--- config.mk ---
export PLATFORM = sky130hd
export DESIGN_NAME = cdc_hs_tx
export DESIGN_NICKNAME = d
export VERILOG_FILES = /design/src/rtl/cdc_hs_pkg.sv /design/src/rtl/sync_bit_n.sv /design/src/rtl/cdc_hs_tx.sv
export SDC_FILE = /design/constraint.sdc
export NUM_CORES = 1
export LEC_CHECK = 0
export CAP_MARGIN = 40
export CORE_ASPECT_RATIO = 1.2
export CORE_UTILIZATION = 51
export CTS_BUF_LIST = sky130_fd_sc_hd__clkbuf_4 sky130_fd_sc_hd__clkbuf_8
export DETAILED_ROUTE_END_ITERATION = 6
export PLACE_DENSITY = 0.87
export SYNTH_ARGS = -nofsm -noshare
export SYNTH_HDL_FRONTEND = slang
export SYNTH_SLANG_ARGS = --single-unit
--- constraint.sdc ---
create_clock -name clk -period 2.9 [get_ports clk]
set_input_delay 0.725 -clock clk [delete_from_list [all_inputs] [get_ports clk]]
set_output_delay 0.725 -clock clk [all_outputs]
set_load 0.05 [all_outputs]
--- src/rtl/cdc_hs_pkg.sv ---
// Shared types and constants for the 4-phase req/ack handshake transmitter.
//   hs_state_t  : transmitter FSM state encoding
//   *_MIN/*_MAX : legal parameter ranges, checked at elaboration in cdc_hs_tx
//   cnt_width() : counter width for a given SETUP_CYCLES/TIMEOUT pair
package cdc_hs_pkg;

   typedef enum logic [1:0] {
      IDLE,
      SETUP,
      WAIT_ACK_HI,
      WAIT_ACK_LO
   } hs_state_t;

   localparam int unsigned SETUP_MIN = 1;
   localparam int unsigned SETUP_MAX = 15;
   localparam int unsigned SYNC_MIN  = 2;
   localparam int unsigned SYNC_MAX  = 4;
   localparam int unsigned CNT_W_MIN = 10;

   function automatic int unsigned max_u(input int unsigned a, input int unsigned b);
      return (a > b) ? a : b;
   endfunction

   // Never narrower than 10 bits, wider only when the parameters need it.
   function automatic int unsigned cnt_width(input int unsigned setup, input int unsigned timeout);
      return max_u($clog2(max_u(setup, timeout) + 1), CNT_W_MIN);
   endfunction

   // Width for the default parameter set.
   localparam int unsigned CNT_W = cnt_width(2, 1023);

endpackage

--- src/rtl/sync_bit_n.sv ---
// Multi-flop single-bit synchronizer for an asynchronous input.
//   clk_i : destination clock
//   rst_i : synchronous active-high reset, clears all stages to 0
//   d_i   : asynchronous input bit
//   q_o   : synchronized output (last stage)
module sync_bit_n #(
   parameter int unsigned STAGES = 2
) (
   input  logic clk_i,
   input  logic rst_i,
   input  logic d_i,
   output logic q_o
);

   (* ASYNC_REG = "TRUE" *) logic [STAGES-1:0] sync_q;

   always_ff @(posedge clk_i) begin
      if (rst_i) begin
         sync_q <= '0;
      end else begin
         sync_q <= {sync_q[STAGES-2:0], d_i};
      end
   end

   assign q_o = sync_q[STAGES-1];

endmodule

--- src/rtl/cdc_hs_tx.sv ---
// Source-domain side of a 4-phase req/ack handshake carrying one data word
// into another clock domain. The word is held on data_out from acceptance
// until the next acceptance; req_out rises SETUP_CYCLES edges later and the
// transfer completes once the synchronized ack has risen and fallen again.
//   clk, reset         : clock, synchronous active-high reset
//   in_valid/in_ready  : source word handshake (ready only in IDLE)
//   in_data            : word to send
//   data_out, req_out  : registered outputs towards the far domain
//   ack_in             : far-domain acknowledge, asynchronous to clk
//   done               : one-cycle pulse per completed transfer
//   timeout_err        : one-cycle pulse when ack never rose within TIMEOUT
//   err_sticky         : latched timeout indication, cleared by reset only
module cdc_hs_tx
   import cdc_hs_pkg::*;
#(
   parameter int unsigned DATA_W       = 32,
   parameter int unsigned SETUP_CYCLES = 2,
   parameter int unsigned SYNC_STAGES  = 2,
   parameter int unsigned TIMEOUT      = 1023
) (
   input  logic              clk,
   input  logic              reset,
   input  logic              in_valid,
   output logic              in_ready,
   input  logic [DATA_W-1:0] in_data,
   output logic [DATA_W-1:0] data_out,
   output logic              req_out,
   input  logic              ack_in,
   output logic              done,
   output logic              timeout_err,
   output logic              err_sticky
);

   localparam int unsigned        TX_CNT_W   = cnt_width(SETUP_CYCLES, TIMEOUT);
   localparam logic [TX_CNT_W-1:0] SETUP_LAST = TX_CNT_W'(SETUP_CYCLES - 1);
   localparam logic [TX_CNT_W-1:0] TO_LAST    = (TIMEOUT == 0) ? '0 : TX_CNT_W'(TIMEOUT - 1);
   localparam logic [TX_CNT_W-1:0] CNT_ONE    = TX_CNT_W'(1);

   if ((SETUP_CYCLES < SETUP_MIN) || (SETUP_CYCLES > SETUP_MAX)) begin : g_bad_setup
      $error("cdc_hs_tx: SETUP_CYCLES out of range 1..15");
   end
   if ((SYNC_STAGES < SYNC_MIN) || (SYNC_STAGES > SYNC_MAX)) begin : g_bad_sync
      $error("cdc_hs_tx: SYNC_STAGES out of range 2..4");
   end

   logic ack_s;

   sync_bit_n #(
      .STAGES (SYNC_STAGES)
   ) u_ack_sync (
      .clk_i (clk),
      .rst_i (reset),
      .d_i   (ack_in),
      .q_o   (ack_s)
   );

   hs_state_t           state_q;
   logic [TX_CNT_W-1:0] cnt_q;
   logic [DATA_W-1:0]   data_q;
   logic                req_q;
   logic                ready_q;
   logic                done_q;
   logic                terr_q;
   logic                sticky_q;
   logic                abort_q;   // current WAIT_ACK_LO follows a timeout

   always_ff @(posedge clk) begin
      if (reset) begin
         state_q  <= IDLE;
         cnt_q    <= '0;
         data_q   <= '0;
         req_q    <= 1'b0;
         ready_q  <= 1'b0;
         done_q   <= 1'b0;
         terr_q   <= 1'b0;
         sticky_q <= 1'b0;
         abort_q  <= 1'b0;
      end else begin
         done_q <= 1'b0;
         terr_q <= 1'b0;
         case (state_q)
            IDLE: begin
               if (in_valid && ready_q) begin
                  data_q  <= in_data;
                  cnt_q   <= '0;
                  ready_q <= 1'b0;
                  state_q <= SETUP;
               end else begin
                  ready_q <= 1'b1;
               end
            end
            SETUP: begin
               if (cnt_q == SETUP_LAST) begin
                  req_q   <= 1'b1;
                  cnt_q   <= '0;
                  state_q <= WAIT_ACK_HI;
               end else if (cnt_q != '1) begin
                  cnt_q <= cnt_q + CNT_ONE;
               end
            end
            WAIT_ACK_HI: begin
               if (cnt_q != '1) begin
                  cnt_q <= cnt_q + CNT_ONE;
               end
               // ack is tested first so a coincident timeout is not reported
               if (ack_s) begin
                  req_q   <= 1'b0;
                  abort_q <= 1'b0;
                  state_q <= WAIT_ACK_LO;
               end else if ((TIMEOUT != 0) && (cnt_q == TO_LAST)) begin
                  req_q    <= 1'b0;
                  terr_q   <= 1'b1;
                  sticky_q <= 1'b1;
                  abort_q  <= 1'b1;
                  state_q  <= WAIT_ACK_LO;
               end
            end
            WAIT_ACK_LO: begin
               if (!ack_s) begin
                  done_q  <= !abort_q;
                  abort_q <= 1'b0;
                  ready_q <= 1'b1;
                  state_q <= IDLE;
               end
            end
            default: begin
               state_q <= IDLE;
            end
         endcase
      end
   end

   assign in_ready    = ready_q;
   assign data_out    = data_q;
   assign req_out     = req_q;
   assign done        = done_q;
   assign timeout_err = terr_q;
   assign err_sticky  = sticky_q;

endmodule

==> results.toml <==
[placed_design]
gp_congestion = 0.819
portBuffers = 72
pre_cts_ws_ns = 0.394
dp_hpwl_um = 3750

[clocking]
clkTransAtPathRegs_ns = 0.09
cts_buffers = 5
post-cts-setup-buffers = 0
cts.htree.levels = 2
cts_root_buf = "clkbuf_8"
cts_tree = "yes"
ctsLongestPathBuffers = 2
clock_latency_ns = 0.31
cts_resized = 0
cts_sinks = 52
hold_buffers = 0

[sta]
fmax_mhz = 442
tns_ns = 0
rsz0062_at_grt = "false"
final_max_slew_viol_count = 0
skew_ns = 0.00411
setup_slack_ns = 0.636
slew_headroom = 0.640
period_needed_ns = 2.26
setup_viol = 0
min_period_over_period = 0.781
tightest_slew_ns = 0.538
whs_ns = 0.445
hold_viol_final = 0

[run_status]
outcome = "finished clean"

[setup_path]
crit_family = "buffers and inverters"
worstPathCellList = "clkdlybuf4s50_1"
path_class = "flop to output pin"
cp_data_arrival_time_ns = 1.54
r2r_slack_ns = 0.89
path_buf_inv = 1
startpoint_type = "flop"
worstPathMaxFanout = 5
required_ns = 2.17
end_kind = "output pin"
cpMaxStageDelayCell = "clkdlybuf4s50_1"
slowest_delay_ns = 0.84

[logic_synthesis]
synth.top_cell.area_share = 0.465
synth_area_um2 = 2240
yosys-top-cells-area = "dfxtp_1 46%, nand2_1 12%, a21oi_1 8.3%, ha_1 3.9%, clkbuf_1 1.8%"
ys_warn_count = 0
synth-async-reset-ratio = 0
syn-num-nets = 313
yosys.area.top_type = "dfxtp_1"
synth-edff-count = 0
synth_seq_cells = 52
ys.flop_type = "dfxtp_1"
synthCells = 270
synth.distinct_cells = 47
yosys-top-cells-count = "69 x nand2_1, 52 x dfxtp_1, 37 x a21oi_1"
synth_most_common_cell = "nand2_1"
syn_avg_cell_area_um2 = 8.30
synth_seq_area_share = 0.465

[power]
power_switching_mw = 0.956
p_leak_nw = 1.08
combPwrFrac = 0.432
switching_share = 0.407
ir_drop_v = 0.000573
pwr-share-seq = 0.380
powerDensity_nw_per_um2 = 761
p_int_mw = 1.39
clockPowerShare = 0.188

[finish]
final_nets = 382
antennaDiodeCount = 0
syn2layout_area_growth_pct = 37.9
drive_gt1_frac = 0.0501

[floorplanning]
initial_core_util = 0.530
core_region_area_um2 = 4230
die_h_um = 74.6
io_pins = 73
num_rows = 26
die_w_um = 62.5
fp.dieArea_um2 = 4660

[route]
drt_pass1_iterations = 4
routed_wl_um = 5320
ant_nets = 0
wl_per_cell_um = 13.5
vias_per_cell = 5.33
drc = 0
drt-initial-drc-count = 79
vias = 2104

[global_route]
grt_pass1_vias = 1986
antenna_found_initial = 0
gr-total-overflow = 0
grt_use_total = 0.232
grt_pass1_wl_um = 8510
grt_start_max_net_pins = 34

[min_path]
hp-class = "flop to flop"

[run]
drv_cap = 0
[cell families after synthesis]
family | share of synthesized area
AND/OR/NAND/NOR | 0.238
AO/OA/AOI/OAI | 0.193
multiplexers | 0.0179
flip-flops | 0.465
buffers and inverters | 0.0435
XOR/XNOR | 0.00391
adder cells (fa/ha/maj) | 0.0391
[per-layer routing]
layer / up-vias / wire [µm] / track usage
li1: 1074 / - / -
met3: 6 / 491 / 0.0939
met1: 957 / 2200 / 0.250
met4: 0 / 74 / 0.0956
met2: 67 / 2560 / 0.409
met5: - / 0 / 0
[power by group through the flow]
stage	sequential, mW	clock (mW)	combinational (mW)
finish	0.893	0.442	1.01
global route	0.910	0.477	1.10
CTS	0.893	0.447	1.02
detailed placement	0.910	0	1.01
global placement	0.906	0	0.993
floorplan	1.16	0	0.441
[cell type report]
cell class,instances,area (µm²)
Timing Repair Buffer,76,746
Fill cell,326,1140
Multi-Input combinational cell,195,1100
Clock buffer,7,96.3
Tap cell,56,70.1
Inverter,9,33.8
Sequential cell,52,1040
[layout by cell type, fill, tap and decap left out, types with 5 or more instances in the layout]
master and n:
inv_1 9, dfxtp_1 52, nor3_1 5, a21oi_1 37
clkbuf_8 7, nor2_1 11, o21ai_0 6, ha_1 7
nand2_1 69, clkdlybuf4s50_1 71
[sequential cells by signal, indices dropped and copies added (netlist names)]
| signal | cells |
|---|---|
| timeout_err | 1 |
| err_sticky | 1 |
| u_ack_sync.sync_q | 2 |
| in_ready | 1 |
| cnt_q | 10 |
| done | 1 |
| state_q | 2 |
| req_out | 1 |
| data_out | 32 |
| abort_q | 1 |
[final timing paths]
path | startpoint | to | cells past startpoint
max | in_ready | in_ready | 1
min | u_ack_sync.sync_q[0] | u_ack_sync.sync_q[1] | 1
max reg2reg | state_q[0] | cnt_q[7] | 6
min reg2reg | u_ack_sync.sync_q[0] | u_ack_sync.sync_q[1] | 1
[metrics by stage]
step / instances / total power, mW / area (µm²) / util
3_3_place_gp: 388 / 1.90 / 2990 / 0.708
3_5_place_dp: 388 / 1.92 / 2990 / 0.708
2_1_floorplan: 270 / 1.60 / 2240 / -
6_report: 395 / 2.35 / 3090 / 0.730
4_1_cts: 395 / 2.36 / 3090 / 0.730
5_1_grt: 395 / 2.48 / 3090 / 0.730
(Power assumes the default switching activity.)
